**src/rtl/branch_ctrl_if.sv**
```systemverilog
// branch_ctrl_if: control/flag bus between the sequencer, the ALU and the branch controller.
interface branch_ctrl_if #(parameter int PC_W = 13);
  logic            i_start;
  logic            i_stall;
  logic            i_flag_we;
  logic            i_sc_in;
  logic            i_beq_in;
  logic            i_bgt_in;
  logic [2:0]      i_br_op;
  logic [PC_W-1:0] i_br_target;
  logic [PC_W-1:0] o_pc;
  logic            o_sc_q;
  logic            o_beq_q;
  logic            o_bgt_q;
  logic            o_br_taken;
  logic            o_halted;
  modport master (
    output i_start, i_stall, i_flag_we, i_sc_in, i_beq_in, i_bgt_in, i_br_op, i_br_target,
    input  o_pc, o_sc_q, o_beq_q, o_bgt_q, o_br_taken, o_halted
  );
  modport slave (
    input  i_start, i_stall, i_flag_we, i_sc_in, i_beq_in, i_bgt_in, i_br_op, i_br_target,
    output o_pc, o_sc_q, o_beq_q, o_bgt_q, o_br_taken, o_halted
  );
endinterface

```
**src/rtl/branch_ctrl.sv**
```systemverilog
// branch_ctrl: two-phase PC sequencer with registered ALU flags, conditional branches and halt.
module branch_ctrl #(
  parameter int         PC_W    = 13,
  parameter logic [2:0] HALT_OP = 3'b110
) (
  input logic          i_clk,
  input logic          i_rst_n,
  branch_ctrl_if.slave bus
);
  typedef enum logic [1:0] {S_IDLE, S_RUN, S_HALT} state_t;
  state_t          r_state, w_state;
  logic [PC_W-1:0] r_pc, w_pc;
  logic [2:0]      r_flags, w_flags;
  logic            r_taken, w_taken, r_halted;
  logic            w_exec, w_take;
  logic [2:0]      w_op;
  assign w_op   = bus.i_br_op;
  assign w_exec = r_pc[0];
  // r_flags = {sc, beq, bgt}; conditions look at the flags held before this edge
  assign w_take = (w_op == 3'b001 &&  r_flags[1]) || (w_op == 3'b010 && !r_flags[1]) ||
                  (w_op == 3'b011 &&  r_flags[0]) || (w_op == 3'b100 && !r_flags[0]) ||
                  (w_op == 3'b101);
  always_comb begin
    w_state = r_state;
    w_pc    = r_pc;
    w_flags = r_flags;
    w_taken = 1'b0;
    if (!bus.i_stall)
      case (r_state)
        S_IDLE: if (bus.i_start) w_state = S_RUN;
        S_RUN:
          if (w_exec && w_op == HALT_OP) w_state = S_HALT;
          else begin
            if (w_exec && bus.i_flag_we) w_flags = {bus.i_sc_in, bus.i_beq_in, bus.i_bgt_in};
            w_taken = w_exec && w_take;
            w_pc    = w_taken ? {bus.i_br_target[PC_W-1:1], 1'b0} : r_pc + PC_W'(1);
          end
        S_HALT:
          if (bus.i_start) begin
            w_state = S_RUN;
            w_pc    = '0;
            w_flags = '0;
          end
        default: w_state = S_IDLE;
      endcase
  end
  always_ff @(posedge i_clk or negedge i_rst_n) begin
    if (!i_rst_n) begin
      r_state  <= S_IDLE;
      r_pc     <= '0;
      r_flags  <= '0;
      r_taken  <= 1'b0;
      r_halted <= 1'b0;
    end else begin
      r_state  <= w_state;
      r_pc     <= w_pc;
      r_flags  <= w_flags;
      r_taken  <= w_taken;
      r_halted <= (w_state == S_HALT);
    end
  end
  assign bus.o_pc       = r_pc;
  assign bus.o_sc_q     = r_flags[2];
  assign bus.o_beq_q    = r_flags[1];
  assign bus.o_bgt_q    = r_flags[0];
  assign bus.o_br_taken = r_taken;
  assign bus.o_halted   = r_halted;
endmodule

```
**src/flat_wrapper.sv**
```systemverilog
// flat-port wrapper written by rule: the top's interface ports become plain ports
module branch_ctrl_flat 
#(
  parameter int         PC_W    = 13,
  parameter logic [2:0] HALT_OP = 3'b110
)
  (i_clk, i_rst_n, bus_i_start, bus_i_stall, bus_i_flag_we, bus_i_sc_in, bus_i_beq_in, bus_i_bgt_in, bus_i_br_op, bus_i_br_target, bus_o_pc, bus_o_sc_q, bus_o_beq_q, bus_o_bgt_q, bus_o_br_taken, bus_o_halted);
  branch_ctrl_if #(.PC_W(PC_W)) bus_i ();
  input logic i_clk;
  input logic i_rst_n;
  input wire logic [$bits(bus_i.i_start)-1:0] bus_i_start;
  input wire logic [$bits(bus_i.i_stall)-1:0] bus_i_stall;
  input wire logic [$bits(bus_i.i_flag_we)-1:0] bus_i_flag_we;
  input wire logic [$bits(bus_i.i_sc_in)-1:0] bus_i_sc_in;
  input wire logic [$bits(bus_i.i_beq_in)-1:0] bus_i_beq_in;
  input wire logic [$bits(bus_i.i_bgt_in)-1:0] bus_i_bgt_in;
  input wire logic [$bits(bus_i.i_br_op)-1:0] bus_i_br_op;
  input wire logic [$bits(bus_i.i_br_target)-1:0] bus_i_br_target;
  output wire logic [$bits(bus_i.o_pc)-1:0] bus_o_pc;
  output wire logic [$bits(bus_i.o_sc_q)-1:0] bus_o_sc_q;
  output wire logic [$bits(bus_i.o_beq_q)-1:0] bus_o_beq_q;
  output wire logic [$bits(bus_i.o_bgt_q)-1:0] bus_o_bgt_q;
  output wire logic [$bits(bus_i.o_br_taken)-1:0] bus_o_br_taken;
  output wire logic [$bits(bus_i.o_halted)-1:0] bus_o_halted;
  assign bus_i.i_start = bus_i_start;
  assign bus_i.i_stall = bus_i_stall;
  assign bus_i.i_flag_we = bus_i_flag_we;
  assign bus_i.i_sc_in = bus_i_sc_in;
  assign bus_i.i_beq_in = bus_i_beq_in;
  assign bus_i.i_bgt_in = bus_i_bgt_in;
  assign bus_i.i_br_op = bus_i_br_op;
  assign bus_i.i_br_target = bus_i_br_target;
  assign bus_o_pc = bus_i.o_pc;
  assign bus_o_sc_q = bus_i.o_sc_q;
  assign bus_o_beq_q = bus_i.o_beq_q;
  assign bus_o_bgt_q = bus_i.o_bgt_q;
  assign bus_o_br_taken = bus_i.o_br_taken;
  assign bus_o_halted = bus_i.o_halted;
  branch_ctrl #(.PC_W(PC_W), .HALT_OP(HALT_OP)) u_core (.i_clk(i_clk), .i_rst_n(i_rst_n), .bus(bus_i));
endmodule
```
**config.mk**
```make
export PLATFORM = sky130hd
export DESIGN_NAME = branch_ctrl_flat
export DESIGN_NICKNAME = d
export VERILOG_FILES = /design/src/rtl/branch_ctrl_if.sv /design/src/rtl/branch_ctrl.sv /design/src/flat_wrapper.sv
export SDC_FILE = /design/constraint.sdc
export NUM_CORES = 1
export LEC_CHECK = 0
export CORE_ASPECT_RATIO = 1.4
export CORE_UTILIZATION = 48
export CTS_CLUSTER_SIZE = 8
export DETAILED_ROUTE_END_ITERATION = 7
export PLACE_DENSITY = 0.83
export RECOVER_POWER = 25
export SETUP_SLACK_MARGIN = 0.2
export SLEW_MARGIN = 10
export SYNTH_ARGS = -nofsm -noshare
export SYNTH_HDL_FRONTEND = slang
export SYNTH_SLANG_ARGS = --single-unit
```
**constraint.sdc**
```tcl
create_clock -name i_clk -period 2.7 [get_ports i_clk]
set_input_delay 0.54 -clock i_clk [delete_from_list [all_inputs] [get_ports i_clk]]
set_output_delay 0.54 -clock i_clk [all_outputs]
set_load 0.01 [all_outputs]
```
==> summary.md <==
| Metric | Value |
|---|---|
| IR Drop Worst-Case VDD | 0.4611 mV |
| Most frequent cells in the layout | clkdlybuf4s50_1, dfrtp_1, nand2_1, a21oi_1, o21ai_0 |
| Run status | complete, but fails checks |
| Top-area cell type share of the netlist area | 42.11% |
| CTS clk-pin slew, worst paths | 120 ps |
| Syn Inst Count | 135 |
| CTS Root Cell | clkbuf_4 |
| Fmax | 480.7 MHz |
| Register area | 500.5 µm² |
| Vias in the first global route | 1,098 |
| Initial antenna violation count | 0 |
| Core area | 2365 µm² |
| Max Cap Viol | 0 |
| GRT overflow | 0 |
| Critical-path cell with the highest stage delay | clkdlybuf4s50_1 |
| DR pass1 iterations | 8 |
| P&R area growth vs syn | 38.74% |
| Via/cell ratio | 5.920 |
| Post-layout net count | 203 |
| # clock sinks | 20 |
| TritonCTS clock tree | done |
| Ant. Diodes | 0 |
| Fin. Hold Viols | 0 |
| First-pass GRT wire length | 4.540 mm |
| # IOs | 42 |
| Mapped cell area | 1189 µm² |
| Crit path from | bus_i_stall |
| DRC viols | 3 |
| WL final | 2.812 mm |
| Routability cong. | 0.7862 |
| Share of cells above drive strength 1 | 6.215% |
| Leakage | 0.6893 nW |
| EDFF count, synth | 0 |
| Commonest non-fill, non-tap cell in the layout | clkdlybuf4s50_1 |
| Die Footprint | 2682 µm² |
| #FFs+latches synth | 20 |
| Placed cells | 196 |
| Routed WL per cell | 14.06 µm |
| Largest net degree at the start of global routing | 21 |
| Sequential fraction of the synthesis area | 42.11% |
| Hold Buf Count CTS | 0 |
| Fin cells | 200 |
| Crit start category | primary input |
| Slowest Stage Delay on Critical Path | 540 ps |
| Synth warnings | 0 |
| Pwr Density | 873.6 nW/µm² |
| TNS Setup | 0 ps |
| Post-Syn Nets | 160 |
| Crit end category | flop |
| Setup violators final | 0 |
| Relative slew slack | 26.27% |
| Worst R2R Start | u_core.bus.o_pc[0]$_DFFE_PN0P_ |
| Beginning of the worst hold path | u_core.r_flags[2]$_DFFE_PN0P_ |
| Initial DRC Count | 36 |
| Filler cell count | 216 |
| Critical Path AT | 2330 ps |
| Combinational Power Share | 48.0% |
| Syn avg cell area | 8.805 µm² |
| Clock power share | 12.5% |
| Die Y | 60.88 µm |
| Worst path bufs/invs | 1 |
| Seq pwr share | 39.5% |
| Yosys cell types | 39 |
| Clock Skew | 2.798 ps |
| CTS Buffer Depth | 2 |
| Sw power | 0.5508 mW |
| Most used DFF post-synth | dfrtp_1 |
| Initial Util | 50.26% |
| Final Max Slew Viols | 0 |
| Hold WC Path Type | reg2reg |
| Number of nets with antenna violations after routing | 0 |
| RSZ-0062 raised after global routing | false |
| Net Sw Frac | 38.23% |
| Internal | 0.8899 mW |
| FFs w/ async S/R, synth | 100.0% |
| Port Buffer Count | 40 |
| Row cnt | 21 |
| DIE WIDTH | 44.06 µm |
| Detailed Place HPWL | 2.148 mm |
| H-tree levels | 1 |
| Critical path class | in2reg |
| Final worst path period share | 77.06% |
| Vias | 1,184 |
| Top cells by area, synth | dfrtp_1, nand2_1, a221o_1 |
| Total CTS buffers | 3 |
| Largest delay contributor family on the critical path | simple AND/OR/NAND/NOR gates |
| Crit Path Max Fanout | 8 |
| Failing checks | DRC |
| Multi-input gate area | 649.4 µm² |
| Fin crit period | 2080 ps |
| Critical Path RT | 2950 ps |
| Clock latency on the worst-skew pair | 300 ps |
| CP Cell Sequence | clkdlybuf4s50_1 > nor3b_4 > nand2_2 > a221o_1 > or3_1 > nand4_1 |
| Synth area leader | dfrtp_1 |
| Post-CTS Resized | 0 |
| Worst-Margin Slew | 1106 ps |
| Setup Buffers After CTS | 0 |
| GRT Resource Usage Total | 22.24% |
-- power groups by stage --
| stage | combinational [mW] | sequential [mW] | clock [mW] |
|---|---|---|---|
| 2_1_floorplan | 0.324 | 0.598 | 0 |
| 3_3_place_gp | 0.679 | 0.567 | 0 |
| 3_5_place_dp | 0.694 | 0.576 | 0 |
| 4_1_cts | 0.698 | 0.570 | 0.183 |
| 5_1_grt | 0.763 | 0.592 | 0.194 |
| 6_report | 0.691 | 0.569 | 0.180 |
-- cells by family after synthesis --
family / count (synthesis) / share of synthesized area [%]
AND/OR/NAND/NOR: 60 / 27.68
AO/OA/AOI/OAI: 44 / 25.90
flip-flops: 20 / 42.11
buffers and inverters: 10 / 3.263
adder cells (fa/ha/maj): 1 / 1.052
-- tightest hold or removal path: stages (launching register included) --
cell,delay (ps)
dfrtp_1,400
inv_1,50
o21ai_0,80
-- state kept, by name, indices dropped and copies added, names as in the netlist --
name                   count
u_core.r_flags             3
u_core.bus.o_pc           13
u_core.r_state             2
u_core.bus.o_br_taken      1
u_core.bus.o_halted        1
-- per-stage QoR --
| step | hold WS [ps] | power, mW | area, µm² | util [%] | worst slack [ps] |
|---|---|---|---|---|---|
| 4_1_cts | 570.9 | 1.451 | 1653 | 69.89 | 641.8 |
| 2_1_floorplan | 244.4 | 0.9226 | 1189 | - | 887.1 |
| 3_5_place_dp | 544.5 | 1.271 | 1617 | 68.36 | 295.9 |
| 6_report | 565.0 | 1.441 | 1649 | 69.74 | 619.5 |
| 5_1_grt | 604.3 | 1.548 | 1649 | 69.74 | 503.8 |
| 3_3_place_gp | 531.4 | 1.247 | 1617 | 68.36 | 337.0 |
-- final cells by class --
cell class	count	share of cell area (%)
clock buffer	4	2.200
inverter	6	1.366
multi-input combinational	105	39.38
sequential	20	30.35
tap	23	1.745
timing repair buffer	42	24.96
-- path summary, 6_finish.rpt --
kind / to / slack (ps) / cells after the start
max in group asynchronous: u_core.r_flags[1]$_DFFE_PN0P_ / 1100 / 2
hold reg to reg: u_core.r_flags[2]$_DFFE_PN0P_ / 570 / 2
setup / recovery: u_core.bus.o_pc[5]$_DFFE_PN0P_ / 620 / 6
hold / removal: u_core.r_flags[2]$_DFFE_PN0P_ / 570 / 2
setup reg to reg: u_core.bus.o_pc[8]$_DFFE_PN0P_ / 790 / 6
min in group asynchronous: u_core.bus.o_pc[12]$_DFFE_PN0P_ / 950 / 2
-- cell usage after synthesis (all sizes together) (2+ instances only) --
| master | number |
|---|---|
| or3 | 2 |
| nand4 | 3 |
| and3 | 4 |
| nor3b | 3 |
| nand3b | 2 |
| dfrtp | 20 |
| clkbuf | 3 |
| a22oi | 5 |
| nand2 | 19 |
| a21oi | 10 |
| nor2 | 5 |
| o21ai | 13 |
| o211a | 2 |
| a221o | 6 |
| nor2b | 3 |
| nand3 | 8 |
| or2 | 4 |
| inv | 6 |
| and2 | 2 |
-- per-layer routing --
metal	routed length [µm]	share of wire, %	vias to the layer above	global-route usage (%)
li1	-	-	587	-
met1	1190	42	560	26.90
met2	1468	52	32	39.71
met3	109	3.9	5	1.786
met4	44	1.6	0	9.957
met5	0	0	-	0
No activity file was read; power rests on OpenSTA's default activity.
